<file path="src/rtl/sm_pkg.sv">
// Shared constants and types for the control FSM and its error monitor.
// Holds FSM output codes, IRQ state encoding and an illegal-code helper.
package sm_pkg;

  localparam logic [2:0] OUT_IDLE  = 3'b000;
  localparam logic [2:0] OUT_S1    = 3'b100;
  localparam logic [2:0] OUT_S2    = 3'b010;
  localparam logic [2:0] OUT_ERROR = 3'b111;

  typedef enum logic {
    IRQ_IDLE = 1'b0,
    IRQ_PEND = 1'b1
  } irq_st_t;

  function automatic logic is_illegal(
    input logic [2:0] c
  );
    return !(c == OUT_IDLE || c == OUT_S1 ||
             c == OUT_S2   || c == OUT_ERROR);
  endfunction

endpackage

</file>
<file path="src/rtl/sm_sat_cnt.sv">
// Saturating up-counter, priority clr > zero > inc.
// Ports: clk, nrst (async low), clr, inc, zero, q[W-1:0].
module sm_sat_cnt #(
  parameter int W = 8
) (
  input  logic         clk,
  input  logic         nrst,
  input  logic         clr,
  input  logic         inc,
  input  logic         zero,
  output logic [W-1:0] q
);

  localparam logic [W-1:0] MAX = {W{1'b1}};

  always_ff @(posedge clk or negedge nrst) begin
    if (!nrst) begin
      q <= '0;
    end else if (clr || zero) begin
      q <= '0;
    end else if (inc && q != MAX) begin
      q <= q + 1'b1;
    end
  end

endmodule

</file>
<file path="src/rtl/sm_err_monitor.sv">
// Error monitor for the control FSM outputs {o1,o2,err}: counts err
// episodes, tracks run lengths, flags illegal codes, raises a level irq.
// Ports: clk, nrst, o1, o2, err, clr, irq_ack -> err_cnt, run_len,
//        max_len, ill_sticky, irq.
module sm_err_monitor
  import sm_pkg::*;
#(
  parameter int CNT_W = 8,
  parameter int LEN_W = 8
) (
  input  logic             clk,
  input  logic             nrst,
  input  logic             o1,
  input  logic             o2,
  input  logic             err,
  input  logic             clr,
  input  logic             irq_ack,
  output logic [CNT_W-1:0] err_cnt,
  output logic [LEN_W-1:0] run_len,
  output logic [LEN_W-1:0] max_len,
  output logic             ill_sticky,
  output logic             irq
);

  localparam logic [LEN_W-1:0] LEN_MAX = {LEN_W{1'b1}};

  logic             err_d;
  logic             err_rise;
  logic             ill;
  logic             evt;
  logic [LEN_W-1:0] run_nxt;
  irq_st_t          st;
  irq_st_t          st_nxt;

  assign ill      = is_illegal({o1, o2, err});
  assign err_rise = err & ~err_d;
  assign evt      = err_rise | ill;

  sm_sat_cnt #(.W(CNT_W)) u_cnt (
    .clk  (clk),
    .nrst (nrst),
    .clr  (clr),
    .inc  (err_rise),
    .zero (1'b0),
    .q    (err_cnt)
  );

  sm_sat_cnt #(.W(LEN_W)) u_run (
    .clk  (clk),
    .nrst (nrst),
    .clr  (clr),
    .inc  (err),
    .zero (~err),
    .q    (run_len)
  );

  // Mirror of the run counter's next value so max_len
  // follows run_len within the same cycle.
  always_comb begin
    run_nxt = '0;
    if (err)
      run_nxt = (run_len == LEN_MAX) ? run_len
                                     : run_len + 1'b1;
  end

  always_ff @(posedge clk or negedge nrst) begin
    if (!nrst) begin
      err_d      <= 1'b0;
      max_len    <= '0;
      ill_sticky <= 1'b0;
      st         <= IRQ_IDLE;
    end else begin
      err_d <= err;
      st    <= st_nxt;
      if (clr) begin
        max_len    <= '0;
        ill_sticky <= 1'b0;
      end else begin
        if (run_nxt > max_len)
          max_len <= run_nxt;
        if (ill)
          ill_sticky <= 1'b1;
      end
    end
  end

  // An ack coinciding with a fresh event keeps the request up.
  always_comb begin
    st_nxt = st;
    unique case (st)
      IRQ_IDLE: if (evt) st_nxt = IRQ_PEND;
      IRQ_PEND: if (irq_ack && !evt) st_nxt = IRQ_IDLE;
    endcase
  end

  assign irq = (st == IRQ_PEND);

endmodule

</file>
<file path="config.mk">
export PLATFORM = sky130hd
export DESIGN_NAME = sm_err_monitor
export DESIGN_NICKNAME = d
export VERILOG_FILES = /design/src/rtl/sm_pkg.sv /design/src/rtl/sm_sat_cnt.sv /design/src/rtl/sm_err_monitor.sv
export SDC_FILE = /design/constraint.sdc
export NUM_CORES = 1
export LEC_CHECK = 0
export CORE_MARGIN = 3
export CORE_UTILIZATION = 30
export CTS_CLUSTER_SIZE = 16
export DETAILED_ROUTE_END_ITERATION = 7
export SLEW_MARGIN = 20
export SYNTH_ARGS = -nofsm -noshare
export SYNTH_HDL_FRONTEND = slang
export SYNTH_SLANG_ARGS = --single-unit
</file>
<file path="constraint.sdc">
create_clock -name clk -period 3.4 [get_ports clk]
set_clock_uncertainty 0.1 [all_clocks]
set_input_delay 0.34 -clock clk [delete_from_list [all_inputs] [get_ports clk]]
set_output_delay 0.34 -clock clk [all_outputs]
set_load 0.005 [all_outputs]
</file>
==> qor.txt, run 1 <==
maximum vdd ir drop -> 121 uV
first-pass GRT wire length -> 6.83 mm
setup repair after global routing missed its margin -> false
Clock Tree Root -> clkbuf_8
Mapped Area -> 1640 sq um
multi-input logic area -> 867 sq um
WL/cell -> 14.4 um
syn_area_per_cell -> 9.59 sq um
Final Setup Violations -> 0
Crit. End Element -> flop
Final #Nets -> 228
measured slew at the worst slew-check pin -> 0.418 ns
share of cells above drive strength 1 -> 12.9%
M2 GR Usage -> 22.7%
Yosys top cell area share -> 41.2%
Final TNS setup -> 0 ns
Clock Tree Buf Depth -> 2
critical path's slowest cell -> or4b_1
Post-Synth Simple-Gate Area -> 21.5%
number of routed nets with antenna violations -> 0
Num CTS Buffers -> 3
status -> completed
Leak -> 0.972 nW
fraction of registers with async set/reset -> 100%
register area share after synthesis -> 41.2%
Placer Congestion -> 0.874
DP HPWL -> 3.12 mm
Buf+Inv Stages, Crit Path -> 0
initial core utilization -> 31.5%
Final Hold Vio Count -> 0
Synth Flop Type -> dfrtp_1
critical setup path kind -> reg -> reg
post-CTS setup repair buffer count -> 0
clk sinks -> 27
row count -> 26
mux cell area share after synthesis -> 7.25%
Final Max Tran Viols -> 0
Cells after Synth -> 171
Yosys top cell by area -> dfrtp_1
met1 Track Usage GR -> 18.0%
Crit path largest cell delay -> 0.53 ns
max-cap viol count -> 0
Diodes inserted -> 0
distinct cell type count after synthesis -> 50
Tcrit/Tclk final -> 94.3%
largest net degree at the start of global routing -> 28
FF+latch count, synth -> 27
clk slew on worst S/H paths -> 0.10 ns
CTS tree -> yes
Die Span Y -> 79.9 um
post-synthesis compound-gate area fraction -> 14.9%
top area cells in the synthesized netlist -> dfrtp_1 41%, ha_1 7.6%, nor2_1 4.4%, inv_1 4.1%, mux2_2 4.1%
YS warnings -> 0
DRC -> 0
met3 GRT Util -> 1.81%
Ports -> 33
Fill cells -> 538
die area -> 6390 sq um
Max-slew headroom -> 71.9%
I/O Buffers -> 32
synth-to-layout area growth -> 30.2%
Critical Path RT -> 3.47 ns
die width -> 79.9 um
crit-path leading delay family -> simple AND/OR/NAND/NOR gates
combinational family with the most area after synthesis -> simple AND/OR/NAND/NOR gates
Layout Utilization -> 41.0%
Storage cell area -> 676 sq um
remaining global-route overflow -> 0
pwr dens -> 295 nW/um^2
worst-path cell chain -> ha_1, and4_2, or4b_1, o21ai_0, nor2_1, ha_1, nand4_1, or3_2, o211ai_4, mux2_2
fmax -> 312 MHz
final WL -> 4.03 mm
vias in the first global route -> 1388
post-synthesis xor/xnor area fraction -> 1.07%
initial DRC count -> 131
Worst Path Max Fanout -> 6
Hold WC Path Type -> in -> async
Hold-fix buffers, CTS -> 0
Core Area -> 5200 sq um
minimum clock period -> 3.21 ns
Critical Path Most Common Cell -> ha_1
Clk Latency, worst-skew pair -> 0.28 ns
DRT Pass-1 Iters -> 5
Mapped Nets -> 188
GRT busiest layer -> met2
Vias -> 1433
number of H-tree levels -> 1
initial antenna violation count -> 0
Post-synth EDFFs -> 0
CP Launch Type -> flop
Via density -> 5.12
total track usage -> 13.7%
WP data arrival -> 3.27 ns
Post-Synth Adder-Cell Area -> 7.63%
[where the power goes]
group | switching (mW) | internal [mW]
Clock | 0.109 | 0.0834
Combinational | 0.0498 | 0.0546
Sequential | 0.00586 | 0.328
[registers in the layout, summed over array words and instances, names as in the netlist]
signal      cells
u_run.q         8
irq             1
u_cnt.q         8
max_len         8
ill_sticky      1
err_d           1
[cells in the final DEF, fill, tap and decap left out, types with 2 or more instances in the layout]
cell	n
a21oi_1	5
a311oi_1	3
a31oi_1	5
and3_1	5
and4_1	2
buf_4	9
clkbuf_8	3
clkdlybuf4s50_1	32
dfrtp_1	27
ha_1	10
inv_1	18
mux2_2	6
mux2i_1	4
nand2_1	8
nand3_1	6
nand4_1	3
nor2_1	19
nor3_1	4
o211ai_1	2
o21ai_0	6
xnor2_1	2
[logic make-up after synthesis]
group	count (synthesis)
AND/OR/NAND/NOR	63
AO/OA/AOI/OAI	34
flip-flops	27
buffers and inverters	24
multiplexers	11
adder cells (fa/ha/maj)	10
XOR/XNOR	2
[per-layer routing]
metal	wire length, um	vias to the layer above
met5	0	-
met4	64	0
met3	166	5
met2	1960	40
met1	1850	685
li1	-	703
[path summary, 6_finish.rpt]
check	startpoint	to	slack (ns)	depth (start not counted)
max	u_run.q[0]$_DFFE_PN0P_	max_len[1]$_DFFE_PN0P_	0.19	10
min	nrst	u_cnt.q[0]$_DFFE_PN0P_	0.32	2
max reg2reg	u_run.q[0]$_DFFE_PN0P_	max_len[1]$_DFFE_PN0P_	0.19	10
min reg2reg	ill_sticky$_DFFE_PN0P_	ill_sticky$_DFFE_PN0P_	0.42	2
max in group asynchronous	nrst	max_len[3]$_DFFE_PN0P_	2.60	2
min in group clk	ill_sticky$_DFFE_PN0P_	ill_sticky$_DFFE_PN0P_	0.42	2
[cell type report]
cell class / instances / share of cell area [%]
Inverter: 18 / 3.17
Multi-Input combinational cell: 120 / 40.6
Timing Repair Buffer: 41 / 18.2
Sequential cell: 27 / 31.7
Clock buffer: 3 / 1.93
Tap cell: 70 / 4.10
Clock inverter: 1 / 0.352
[cells in the mapped netlist (all sizes together), types with 2 or more instances]
cell type	n
o211ai	3
or2	2
and3	6
o21ai	6
xnor2	2
inv	18
ha	10
or3	2
nand2	8
nor3	4
clkbuf	4
nand3	6
and4	3
a311oi	3
nand4	4
a31oi	5
mux2i	4
a21oi	5
nor2	19
mux2	7
buf	2
dfrtp	27
[stage by stage]
stage	hold slack, ns	setup WS, ns	cell area, sq um	instances	power [mW]
after global routing	0.347	0.0210	2130	280	0.665
after detailed placement	0.408	0.208	2080	276	0.442
after global placement	0.387	0.261	2080	276	0.441
final	0.324	0.194	2130	280	0.631
after CTS	0.335	0.176	2130	280	0.636
after floorplan	-0.0556	0.263	1640	171	0.392
[what timing repair did]
item,in CTS,in global routing
resized for setup,0,1
setup endpoints to repair,0,2
endpoints found under the hold margin,0,0
No activity file was read; power rests on OpenSTA's default activity.
==> inputs of run 2 (changes only) <==
--- a/config.mk
+++ b/config.mk
@@ -7,8 +7,9 @@
 export LEC_CHECK = 0
 export CORE_MARGIN = 3
 export CORE_UTILIZATION = 30
-export CTS_CLUSTER_SIZE = 16
+export CTS_CLUSTER_SIZE = 24
 export DETAILED_ROUTE_END_ITERATION = 7
+export PLACE_DENSITY = 0.56
 export SLEW_MARGIN = 20
 export SYNTH_ARGS = -nofsm -noshare
 export SYNTH_HDL_FRONTEND = slang
==> run 2 against run 1 <==
Largest cell class unchanged. Non-clock buffer count is 1 lower. Die area stayed put. Cell count is 0.36% lower. Setup slack worse by 0.014 ns. Critical endpoint unchanged. Final area is 0.94% lower. Flip-flop and latch count stayed put. Via count is 2.8% lower. Worst hold slack better by 0.0063 ns. Maximum frequency is 0.44% lower. Clock power is 4% lower.
==> qor.txt, run 2 (same netlist as run 1, synthesis figures left out) <==
first-pass GRT wire length -> 6.69 mm (-2.0%)
I/O Buffers -> 32 (unchanged)
switching share of total power -> 25.0% (-1.1 points)
maximum vdd ir drop -> 134 uV (+11%)
largest net degree at the start of global routing -> 28 (unchanged)
Post-Place Setup Slack -> 0.193 ns (-0.0152 ns)
Final Hold Vio Count -> 0 (unchanged)
most common cell after layout, fill and taps aside -> clkdlybuf4s50_1
worst-path cell chain -> ha_1, and4_2, or4b_1, o21ai_0, nor2_1, ha_1, a21oi_1, o21ai_0, o211ai_2, mux2_2
critical setup path kind -> reg -> reg
setup repair after global routing missed its margin -> false
design area -> 2110 sq um (-0.94%)
flop2flop setup slack -> 0.18 ns (about the same)
Final Setup Violations -> 0 (unchanged)
clk sinks -> 27 (unchanged)
total power -> 0.612 mW (-2.9%)
Max-slew headroom -> 47.0% (-25 points)
Storage cell area -> 676 sq um (unchanged)
Area after DPL -> 2070 sq um (-0.36%)
Clk pwr share -> 30.2% (-0.3 points)
fmax -> 311 MHz (-0.44%)
Critical Path RT -> 3.46 ns (about the same)
number of routed nets with antenna violations -> 0 (unchanged)
Crit path largest cell delay -> 0.53 ns (about the same)
Fill cells -> 550 (+2.2%)
DP HPWL -> 2.95 mm (-5.3%)
multi-input logic area -> 858 sq um (-1.0%)
Worst Path Max Fanout -> 8 (+2)
Clock Tree Buf Depth -> 2 (unchanged)
Final #Nets -> 227 (-0.44%)
Clock Tree Root -> clkbuf_8
initial DRC count -> 77 (-41%)
final WL -> 3.87 mm (-4.1%)
biggest regs -> max_len: 8 flops, u_cnt.q: 8 flops, u_run.q: 8 flops
CP Launch Type -> flop
Num CTS Buffers -> 3 (unchanged)
Switch Pwr -> 0.153 mW (-7.0%)
sequential power share -> 54.6% (+1.6 points)
DRT Pass-1 Iters -> 4 (-1)
power share of the combinational group -> 15.3% (-1.3 points)
CTS tree -> yes
DRC -> 0 (unchanged)
initial core utilization -> 31.5% (unchanged)
Ports -> 33 (unchanged)
number of H-tree levels -> 1 (unchanged)
Int Pwr -> 0.459 mW (-1.5%)
fin worst setup slack -> 0.180 ns (-0.0141 ns)
initial antenna violation count -> 0 (unchanged)
Die Span Y -> 79.9 um (unchanged)
remaining global-route overflow -> 0 (unchanged)
Min Hold Slack -> 0.330 ns (+0.00632 ns)
Hold-fix buffers, CTS -> 0 (unchanged)
total track usage -> 13.0% (-0.64 points)
die area -> 6390 sq um (unchanged)
minimum clock period -> 3.22 ns (+0.0141 ns)
Tcrit/Tclk final -> 94.7% (+0.41 points)
clk slew on worst S/H paths -> 0.09 ns (about the same)
die width -> 79.9 um (unchanged)
measured slew at the worst slew-check pin -> 0.792 ns (+0.374 ns)
Via density -> 4.99 (-2.4%)
commonest non-fill, non-tap cells in the layout -> 32 x clkdlybuf4s50_1, 27 x dfrtp_1, 19 x nor2_1
vias in the first global route -> 1343 (-3.2%)
row count -> 26 (unchanged)
post-cts sizing count -> 0 (unchanged)
WP data arrival -> 3.28 ns (about the same)
Crit. End Element -> flop
Diodes inserted -> 0 (unchanged)
Vias -> 1393 (-2.8%)
Core Area -> 5200 sq um (unchanged)
Leak -> 0.971 nW (-0.16%)
share of cells above drive strength 1 -> 12.0% (-0.90 points)
status -> completed
Placer Congestion -> 0.804 (-8.0%)
pwr dens -> 290 nW/um^2 (-2.0%)
max-cap viol count -> 0 (unchanged)
synth-to-layout area growth -> 29.0%
Final TNS setup -> 0 ns (unchanged)
WL/cell -> 13.9 um (-3.8%)
Final Max Tran Viols -> 0 (unchanged)
Clk Latency, worst-skew pair -> 0.27 ns (about the same)
Hold WC Path Type -> in -> async
critical path's slowest cell -> or4b_1
-- run 2: cell types whose count changed in the layout (fill, tap and decap cells not counted), sizes merged --
cell,before,now
buf,9,8
clkbuf,3,4
clkinvlp,1,0
-- run 2: path summary, 6_finish.rpt --
check,from,endpoint,cells past startpoint
hold / removal,nrst,u_cnt.q[1]$_DFFE_PN0P_,2
hold reg to reg,ill_sticky$_DFFE_PN0P_,ill_sticky$_DFFE_PN0P_,2
max in group asynchronous,nrst,u_run.q[0]$_DFFE_PN0P_,2
setup / recovery,u_run.q[1]$_DFFE_PN0P_,max_len[1]$_DFFE_PN0P_,10
min in group clk,ill_sticky$_DFFE_PN0P_,ill_sticky$_DFFE_PN0P_,2
setup reg to reg,u_run.q[1]$_DFFE_PN0P_,max_len[1]$_DFFE_PN0P_,10
-- run 2: critical path, delay by kind of cell, from the launching register on --
kind / cells / cell delay (ns)
compound gates: 4 / 0.90
simple gates: 3 / 0.80
fa+ha+maj: 2 / 0.50
flops: 1 / 0.40
mux: 1 / 0.39
-- run 2: power groups by stage --
| stage | registers (mW) | logic [mW] | clock network, mW |
|---|---|---|---|
| global route | 0.335 | 0.104 | 0.202 |
| CTS | 0.334 | 0.0952 | 0.191 |
| global placement | 0.341 | 0.0944 | 0 |
| floorplan | 0.341 | 0.0514 | 0 |
| detailed placement | 0.340 | 0.0950 | 0 |
| finish | 0.334 | 0.0935 | 0.185 |
-- run 2: per-layer routing --
metal / up-vias / GRT usage [%] / wire length [um]
met5: - / 0 / 0
met4: 0 / 4.56 / 66
met3: 6 / 1.69 / 135
met2: 30 / 19.7 / 1750
met1: 660 / 18.9 / 1920
li1: 697 / - / -
-- run 2: repair_timing --
action / in CTS / in global routing
buffers inserted: 0 / 0
setup endpoints to repair: 0 / 4
endpoints found under the hold margin: 0 / 0
-- run 2: stage by stage --
stage / std cells / utilization [%]
after CTS: 279 / 40.6
after global routing: 279 / 40.6
after global placement: 275 / 39.8
after floorplan: 171 / -
after detailed placement: 275 / 39.8
final: 279 / 40.6
-- run 2: cell type report --
class                           instances  share of cell area (%)
Tap cell                               70                    4.14
Sequential cell                        27                    32.0
Inverter                               18                    3.20
Timing Repair Buffer                   40                    18.0
Multi-Input combinational cell        120                    40.6
Clock buffer                            4                    2.13
==> inputs of run 3 (changes only) <==
--- a/config.mk
+++ b/config.mk
@@ -6,10 +6,11 @@
 export NUM_CORES = 1
 export LEC_CHECK = 0
 export CORE_MARGIN = 3
-export CORE_UTILIZATION = 30
+export CORE_UTILIZATION = 40
 export CTS_CLUSTER_SIZE = 24
 export DETAILED_ROUTE_END_ITERATION = 7
-export PLACE_DENSITY = 0.56
+export MAX_ROUTING_LAYER = met4
+export PLACE_DENSITY = 0.7
 export SLEW_MARGIN = 20
 export SYNTH_ARGS = -nofsm -noshare
 export SYNTH_HDL_FRONTEND = slang
==> constraint.sdc (replaced) <==
create_clock -name clk -period 3.3 [get_ports clk]
set_clock_uncertainty 0.1 [all_clocks]
set_input_delay 0.33 -clock clk [delete_from_list [all_inputs] [get_ports clk]]
set_output_delay 0.33 -clock clk [all_outputs]
set_load 0.005 [all_outputs]
==> run 3 against run 2 <==
First-iteration DRC count down 32%. Flip-flop and latch count stayed put. Cell count fell by 7.9%. Combinational power increased by 14%. Routed wire length is 4.8% higher. Die area decreased by 23%. Non-clock buffer count is the same. Critical path type unchanged. Largest cell class unchanged. Highest routed layer unchanged.
==> qor.txt, run 3 (same netlist as run 1, synthesis figures left out) <==
status -> completed
Tcrit/Tclk final -> 94.4% (-0.25 points)
row count -> 22 (-15%)
commonest non-fill, non-tap cells in the layout -> 32 x clkdlybuf4s50_1, 25 x dfrtp_1, 19 x nor2_1
I/O Buffers -> 32 (unchanged)
max-cap viol count -> 0 (unchanged)
Hold-fix buffers, CTS -> 0 (unchanged)
Clock Tree Buf Depth -> 2 (unchanged)
DP HPWL -> 3.09 mm (+4.6%)
Clk Latency, worst-skew pair -> 0.28 ns (about the same)
initial DRC count -> 52 (-32%)
WL/cell -> 15.8 um (+14%)
total power -> 0.645 mW (+5.4%)
measured slew at the worst slew-check pin -> 0.456 ns (-0.336 ns)
critical setup path kind -> reg -> reg
Vias -> 1438 (+3.2%)
WP data arrival -> 3.19 ns (-0.09 ns)
Ports -> 33 (unchanged)
Leak -> 0.966 nW (-0.46%)
Final Hold Vio Count -> 0 (unchanged)
first-pass GRT wire length -> 6.90 mm (+3.1%)
minimum clock period -> 3.12 ns (-0.103 ns)
Via density -> 5.60 (+12%)
initial core utilization -> 43.1% (+12 points)
synth-to-layout area growth -> 28.7%
Die Span Y -> 70.0 um (-12%)
most common cell after layout, fill and taps aside -> clkdlybuf4s50_1
Max-slew headroom -> 69.5% (+22 points)
clk sinks -> 27 (unchanged)
DRC -> 0 (unchanged)
DRT Pass-1 Iters -> 4 (unchanged)
number of routed nets with antenna violations -> 0 (unchanged)
final WL -> 4.05 mm (+4.8%)
Final Max Tran Viols -> 0 (unchanged)
number of H-tree levels -> 1 (unchanged)
die area -> 4900 sq um (-23%)
total track usage -> 17.8% (+4.8 points)
CTS tree -> yes
fmax -> 321 MHz (+3.3%)
Worst Reg-to-Reg Cells -> 10 (unchanged)
biggest regs -> max_len: 8 flops, u_cnt.q: 8 flops, u_run.q: 8 flops
pwr dens -> 306 nW/um^2 (+5.7%)
die width -> 70.0 um (-12%)
Clock Tree Root -> clkbuf_8
CP Launch Type -> flop
RR Endpoint -> max_len[1]$_DFFE_PN0P_
Crit. End Element -> flop
Core Area -> 3800 sq um (-27%)
largest net degree at the start of global routing -> 28 (unchanged)
Hold WC Path Type -> in -> async
Fill cells -> 345 (-37%)
setup repair after global routing missed its margin -> false
Num CTS Buffers -> 3 (unchanged)
Final #Nets -> 227 (unchanged)
FF-to-FF Start -> u_run.q[1]$_DFFE_PN0P_
Final Setup Violations -> 0 (unchanged)
flop2flop setup slack -> 0.18 ns (about the same)
remaining global-route overflow -> 0 (unchanged)
Critical Path RT -> 3.37 ns (-0.09 ns)
share of cells above drive strength 1 -> 13.9% (+1.9 points)
Worst Path Max Fanout -> 6 (-2)
clk slew on worst S/H paths -> 0.09 ns (about the same)
Diodes inserted -> 0 (unchanged)
maximum vdd ir drop -> 159 uV (+19%)
Final TNS setup -> 0 ns (unchanged)
vias in the first global route -> 1456 (+8.4%)
initial antenna violation count -> 0 (unchanged)
Placer Congestion -> 0.918 (+14%)
-- run 3: timing repair --
| action | CTS | global route |
|---|---|---|
| gates resized for setup | 0 | 5 |
| setup endpoints to repair | 0 | 8 |
| buffers inserted | 0 | 1 |
-- run 3: critical path, stage by stage, from the launching register on --
cell and delay (ns):
dfrtp_2 0.45, ha_1 0.22, and4_2 0.21, or4b_4 0.54, o21ai_0 0.10, nor2_1 0.07
ha_1 0.31, nand4_1 0.14, or3_4 0.36, o211ai_4 0.14, mux2_2 0.37
-- run 3: report_power, final --
group	internal, mW	leakage [nW]	switching (mW)
sequential	0.338	0.364	0.00722
combinational	0.0568	0.580	0.0500
clock	0.0859	0.0217	0.107
-- run 3: worst max path at each step --
stage	endpoint	slack, ns	from	depth (start not counted)
3_3_place_gp	max_len[1]$_DFFE_PN0P_	0.20	u_run.q[0]$_DFFE_PN0P_	10
3_5_place_dp	max_len[1]$_DFFE_PN0P_	0.1	u_run.q[0]$_DFFE_PN0P_	10
2_1_floorplan	max_len[0]$_DFFE_PN0P_	0.16	u_run.q[0]$_DFFE_PN0P_	10
6_report	max_len[1]$_DFFE_PN0P_	0.18	u_run.q[1]$_DFFE_PN0P_	10
4_1_cts	max_len[1]$_DFFE_PN0P_	0.06	u_run.q[0]$_DFFE_PN0P_	10
5_1_grt	max_len[3]$_DFFE_PN0P_	0.006	u_run.q[1]$_DFFE_PN0P_	10
-- run 3: per-layer routing --
| layer | wire [um] | share of wire [%] | track usage [%] | vias to the layer above |
|---|---|---|---|---|
| li1 | - | - | - | 702 |
| met1 | 1910 | 47 | 23.4 | 701 |
| met2 | 1950 | 48 | 28.1 | 30 |
| met3 | 137 | 3.4 | 2.73 | 5 |
| met4 | 57 | 1.4 | 6.17 | 0 |
| met5 | 0 | 0 | - | - |
-- run 3: final cells by class --
cell class	count	area (sq um)	share of cell area (%)
sequential	27	678	32.1
clock inverter	1	7.51	0.356
inverter	18	67.6	3.20
tap	48	60.1	2.85
timing repair buffer	40	380	18.0
multi-input combinational	120	875	41.5
clock buffer	3	41.3	1.96
-- run 3: metrics by stage --
stage               setup slack [ns]  instance area [sq um]  utilization [%]  instances  hold WS (ns)
floorplan                      0.163                   1640                -        171       -0.0656
global placement               0.197                   2030             53.6        252         0.378
detailed placement            0.0953                   2030             53.6        252         0.421
CTS                           0.0574                   2080             54.8        256         0.328
global route                 0.00567                   2110             55.5        257         0.345
finish                         0.183                   2110             55.5        257         0.315
==> edit 1 (settings of run 2) <==
Make the reset (`nrst`) synchronous in 2 clocked blocks. Comments in the files are not updated.
--- a/src/rtl/sm_sat_cnt.sv
+++ b/src/rtl/sm_sat_cnt.sv
@@ -15,3 +15,3 @@
 
-  always_ff @(posedge clk or negedge nrst) begin
+  always_ff @(posedge clk) begin
     if (!nrst) begin
--- a/src/rtl/sm_err_monitor.sv
+++ b/src/rtl/sm_err_monitor.sv
@@ -65,3 +65,3 @@
 
-  always_ff @(posedge clk or negedge nrst) begin
+  always_ff @(posedge clk) begin
     if (!nrst) begin
Behaviour: differs if nrst is asserted again (counterexample within 4 cycles, from zero or initial values and one cycle with nrst low); with nrst held inactive, the same outputs for 10 cycles.
==> edit 1 against run 2 <==
Wire length fell by 23%; power fell by 8.3%; synthesized cell count fell by 2.9%; global-route usage fell by 1.2 points; sequential share of layout area fell by 1.9 points; die area fell by 15%; sequential cell count did not move; worst setup slack improved by 0.24 ns; highest routed layer unchanged; area after synthesis fell by 16%; critical endpoint is now max_len[5]; final area fell by 15%; hold slack improved by 0.049 ns.
==> edit 1: results (changes against run 2) <==
\begin{tabular}{lr}
\hline
Metric & Value \\
\hline
\multicolumn{2}{l}{\textbf{Outcome}} \\
Result of the run & finished clean (unchanged) \\
\multicolumn{2}{l}{\textbf{Synth}} \\
Post-synth top cells & 27 x dfxtp\_1, 21 x nand2\_1, 17 x inv\_1, 17 x nor2\_1, 10 x ha\_1 (was 27 x dfrtp\_1, 19 x nor2\_1, 18 x inv\_1, 10 x ha\_1, 8 x nand2\_1) \\
Cell types occupying the most area after synthesis & dfxtp\_1 39\%, ha\_1 9.0\%, mux2i\_1 6.5\%, nand2\_1 5.7\%, inv\_1 4.6\% (was dfrtp\_1 41\%, ha\_1 7.6\%, nor2\_1 4.4\%, inv\_1 4.1\%, mux2\_2 4.1\%) \\
Share of synthesized area occupied by flip-flops and latches & 39.1\% (was 41.2\%) \\
Count of distinct cell types in the synthesized netlist & 31 (was 50) \\
Number of flops mapped to enable cells by yosys & 0 (unchanged) \\
Fraction of synthesis flops using an asynchronous set or reset pin & 0\% (was 100\%) \\
Avg Cell Area, Syn & 8.33 µm² (was 9.59 µm²) \\
\multicolumn{2}{l}{\textbf{Finish}} \\
Non-Filler Instances & 250 (was 279) \\
Share of cells above drive strength 1 & 5.56\% (was 12.0\%) \\
\multicolumn{2}{l}{\textbf{Global route}} \\
Global-route wire length before repair & 5.07 mm (was 6.69 mm) \\
Number of global-route vias before repair & 1114 (was 1343) \\
Largest net degree at the start of global routing & 16 (was 28) \\
GRT Util Overall & 11.9\% (was 13.0\%) \\
\multicolumn{2}{l}{\textbf{Route}} \\
Detailed Route Iter0 Violations & 72 (was 77) \\
Vias per Instance & 4.69 (was 4.99) \\
\multicolumn{2}{l}{\textbf{Critical path}} \\
Type of the worst setup path & flop to flop (unchanged) \\
Reg-to-reg endpoint & max\_len[5] (was max\_len[1]) \\
Launching point of the worst reg2reg path & u\_run.q[0] (was u\_run.q[1]) \\
Largest stage delay on the critical path & 0.44 ns (was 0.53 ns) \\
Maximum fanout encountered on the critical timing path & 8 (unchanged) \\
FF-to-FF setup slack & 0.42 ns (was 0.18 ns) \\
Critical Path AT & 3.05 ns (was 3.28 ns) \\
R2r worst-path depth & 10 (unchanged) \\
CP max stage cell & o22a\_1 (was or4b\_1) \\
\multicolumn{2}{l}{\textbf{Hold path}} \\
Hold/Removal Path Class & flop to flop (was input pin to asynchronous set/reset pin) \\
\multicolumn{2}{l}{\textbf{Place}} \\
Post-detail-place hpwl & 2.30 mm (was 2.95 mm) \\
Final weighted congestion in routability-driven placement & 0.810 (was 0.804) \\
\multicolumn{2}{l}{\textbf{Pwr}} \\
Leakage dissipation & 0.710 nW (was 0.971 nW) \\
Max VDD drop & 0.000136 V (was 0.000134 V) \\
\multicolumn{2}{l}{\textbf{Timing}} \\
Least-Margin Pin Slew & 0.466 ns (was 0.792 ns) \\
\multicolumn{2}{l}{\textbf{Clock network}} \\
Maximum number of buffers from clock root to sink & 2 (unchanged) \\
Worst-Skew Late Latency & 0.27 ns (about the same) \\
\hline
\end{tabular}
==> edit 1: cell count changes after synthesis, moves of 3 or more <==
cell | before | now
dfxtp_1 | 0 | 27
dfrtp_1 | 27 | 0
mux2_2 | 6 | 1
nor2b_1 | 1 | 5
a311oi_1 | 3 | 0
xnor2_1 | 2 | 6
nand4_1 | 3 | 6
and3_1 | 5 | 0
nand2_1 | 8 | 21
mux2i_1 | 4 | 9
a21oi_1 | 5 | 8
==> edit 1: critical path: cells and delay by family (launching register included) <==
family | cells | cell delay, ns
DFF | 1 | 0.42
and+or+nand+nor | 3 | 0.59
adders and majority gates | 2 | 0.57
AOI/OAI and AO/OA | 3 | 0.66
muxes | 2 | 0.54
==> edit 1: through the flow <==
step	total power [mW]	utilization [%]	hold slack (ns)	instance area [µm²]	setup WS (ns)
floorplan	0.363	-	0.360	1380	0.720
global placement	0.385	39.7	0.373	1750	0.302
detailed placement	0.385	39.7	0.366	1750	0.306
CTS	0.571	40.8	0.387	1800	0.419
global route	0.591	40.8	0.406	1800	0.167
finish	0.561	40.8	0.379	1800	0.423
==> edit 1: layer usage <==
layer / part of all wire [%] / GRT usage [%]
met1: 49 / 15.7
met2: 44 / 18.8
met3: 5.9 / 2.74
met4: 1.1 / 4.23
met5: 0 / 0
==> edit 1: area by class of cell <==
type | instances | area (µm²)
clock buffer | 3 | 41.3
clock inverter | 1 | 5.00
fill | 477 | 2610
inverter | 17 | 63.8
multi-input combinational | 117 | 757
sequential | 27 | 541
tap | 52 | 65.1
timing repair buffer | 33 | 328
==> edit 1: cell families after synthesis <==
group | Yosys count | synth area share (%)
mux | 11 | 8.42
fa+ha+maj | 10 | 9.05
buf+inv | 22 | 6.15
simple gates | 67 | 23.0
xor+xnor | 8 | 5.07
compound gates | 21 | 9.23
flops | 27 | 39.1
==> edit 1: where the power goes <==
part	total (mW)	switching (mW)	internal [mW]
Combinational	0.0538	0.0264	0.0274
Sequential	0.324	0.00325	0.320
Clock	0.184	0.102	0.0821
==> edit 1: worst max-delay path by stage <==
stage | to | slack (ns) | depth (start not counted)
6_report | max_len[5] | 0.42 | 10
5_1_grt | max_len[5] | 0.17 | 10
4_1_cts | max_len[5] | 0.42 | 10
3_5_place_dp | max_len[7] | 0.31 | 8
3_3_place_gp | max_len[7] | 0.30 | 8
2_1_floorplan | max_len[7] | 0.72 | 11
==> edit 2 (config.mk and constraints of run 2) <==
Without the edit above. Change the parameter `LEN_W` from 8 to 4.
--- a/src/rtl/sm_err_monitor.sv
+++ b/src/rtl/sm_err_monitor.sv
@@ -8,3 +8,3 @@
   parameter int CNT_W = 8,
-  parameter int LEN_W = 8
+  parameter int LEN_W = 4
 ) (
Interface: changed (resized max_len and run_len); port bits go from 33 to 25. No check against the original RTL was run, so the function may have changed too.
==> edit 2 against run 2 <==
First-iteration DRC count down 87%; critical path depth down 1; critical endpoint unchanged; worst setup slack better by 0.65 ns; die area down 33%; wire length down 44%; power down 32%; clock power down 40%; non-clock buffer count down 16; sequential cell count down 8; count of clock-buffer cells in the layout unchanged; area after synthesis down 35%; final area down 35%; highest routed layer unchanged; combinational power down 28%.
==> edit 2: results (changes against run 2) <==
\begin{tabular}{lr}
\hline
Metric & Value \\
\hline
\multicolumn{2}{l}{\textbf{Outcome}} \\
Result of the run & finished clean (unchanged) \\
\multicolumn{2}{l}{\textbf{Pwr}} \\
Power spent charging and discharging nets & 0.101 mW (was 0.153 mW) \\
\multicolumn{2}{l}{\textbf{Synth}} \\
Post-synth top cells & 19 x dfrtp\_1, 12 x nor2\_1, 7 x inv\_1, 7 x nand2\_1, 6 x ha\_1 (was 27 x dfrtp\_1, 19 x nor2\_1, 18 x inv\_1, 10 x ha\_1, 8 x nand2\_1) \\
Count of distinct cell types in the synthesized netlist & 35 (was 50) \\
Cell types occupying the most area after synthesis & dfrtp\_1 45\%, ha\_1 7.1\%, mux2i\_1 4.7\%, nor2\_1 4.2\%, mux2\_2 3.2\% (was dfrtp\_1 41\%, ha\_1 7.6\%, nor2\_1 4.4\%, inv\_1 4.1\%, mux2\_2 4.1\%) \\
\multicolumn{2}{l}{\textbf{Route}} \\
Detailed Route Iter0 Violations & 10 (was 77) \\
Detailed Route WL & 2.16 mm (was 3.87 mm) \\
\multicolumn{2}{l}{\textbf{Place}} \\
Worst slack after detailed placement & 0.712 ns (was 0.193 ns) \\
Final weighted congestion in routability-driven placement & 0.805 (was 0.804) \\
Number of placed cells counting well taps & 172 (was 275) \\
Post-detail-place hpwl & 1.65 mm (was 2.95 mm) \\
\multicolumn{2}{l}{\textbf{Finish}} \\
Largest regs & u\_cnt.q (8), max\_len (4), u\_run.q (4) (was max\_len (8), u\_cnt.q (8), u\_run.q (8)) \\
Share of cells above drive strength 1 & 8.33\% (was 12.0\%) \\
Non-Filler Instances & 176 (was 279) \\
Layout fillers & 344 (was 550) \\
\multicolumn{2}{l}{\textbf{Global route}} \\
Global-route wire length before repair & 3.85 mm (was 6.69 mm) \\
Grt met3 use & 3.93\% (was 1.69\%) \\
Number of global-route vias before repair & 833 (was 1343) \\
Largest net degree at the start of global routing & 20 (was 28) \\
GR Util met1 & 14.5\% (was 18.9\%) \\
\multicolumn{2}{l}{\textbf{Critical path}} \\
Critical Path AT & 2.64 ns (was 3.28 ns) \\
R2r worst-path depth & 9 (was 10) \\
Largest stage delay on the critical path & 0.45 ns (was 0.53 ns) \\
CP max stage cell & dfrtp\_1 (was or4b\_1) \\
\multicolumn{2}{l}{\textbf{Clock network}} \\
Worst-Skew Late Latency & 0.29 ns (was 0.27 ns) \\
\hline
\end{tabular}
-- edit 2: cell types whose count changed after synthesis, moves of 4 or more --
cell | before | now
inv_1 | 18 | 7
ha_1 | 10 | 6
dfrtp_1 | 27 | 19
nor2_1 | 19 | 12
-- edit 2: kinds of logic after synthesis --
group | count (synthesis) | share of synthesized area (%)
muxes | 8 | 7.90
DFF | 19 | 44.8
xor gates and xnor gates | 2 | 1.65
AOI/OAI and AO/OA | 18 | 12.6
adders and majority gates | 6 | 7.08
and+or+nand+nor | 44 | 22.3
buffers and inverters | 10 | 3.66
-- edit 2: how the worst min path moves through the flow --
stage,start,end,slack [ns],cells past startpoint
after global placement,ill_sticky,ill_sticky,0.38,2
after global routing,irq,irq,0.47,2
after floorplan,nrst,err_d,-0.06,0
after detailed placement,ill_sticky,ill_sticky,0.39,2
after CTS,ill_sticky,ill_sticky,0.41,2
final,ill_sticky,ill_sticky,0.41,2
-- edit 2: final cells by class --
type | count | area, µm² | share of cell area, %
timing repair buffer | 24 | 240 | 17.5
clock buffer | 4 | 26.3 | 1.92
tap | 44 | 55.1 | 4.02
multi-input combinational | 78 | 547 | 39.9
sequential | 19 | 475 | 34.7
inverter | 7 | 26.3 | 1.92
-- edit 2: power groups by stage --
stage          clock, mW  combinational (mW)  sequential (mW)
2_1_floorplan          0              0.0369            0.244
5_1_grt            0.130              0.0766            0.241
3_5_place_dp           0              0.0685            0.244
6_report           0.111              0.0670            0.239
3_3_place_gp           0              0.0680            0.244
4_1_cts            0.119              0.0689            0.240
-- edit 2: worst reg2reg max path, stage by stage (launching register included) --
cell and delay [ns]:
dfrtp_1 0.45, ha_1 0.25, nand2b_1 0.15, o211ai_1 0.21
inv_1 0.07, ha_1 0.29, and2_1 0.16, o21ai_0 0.12
a32oi_1 0.26, mux2_2 0.37
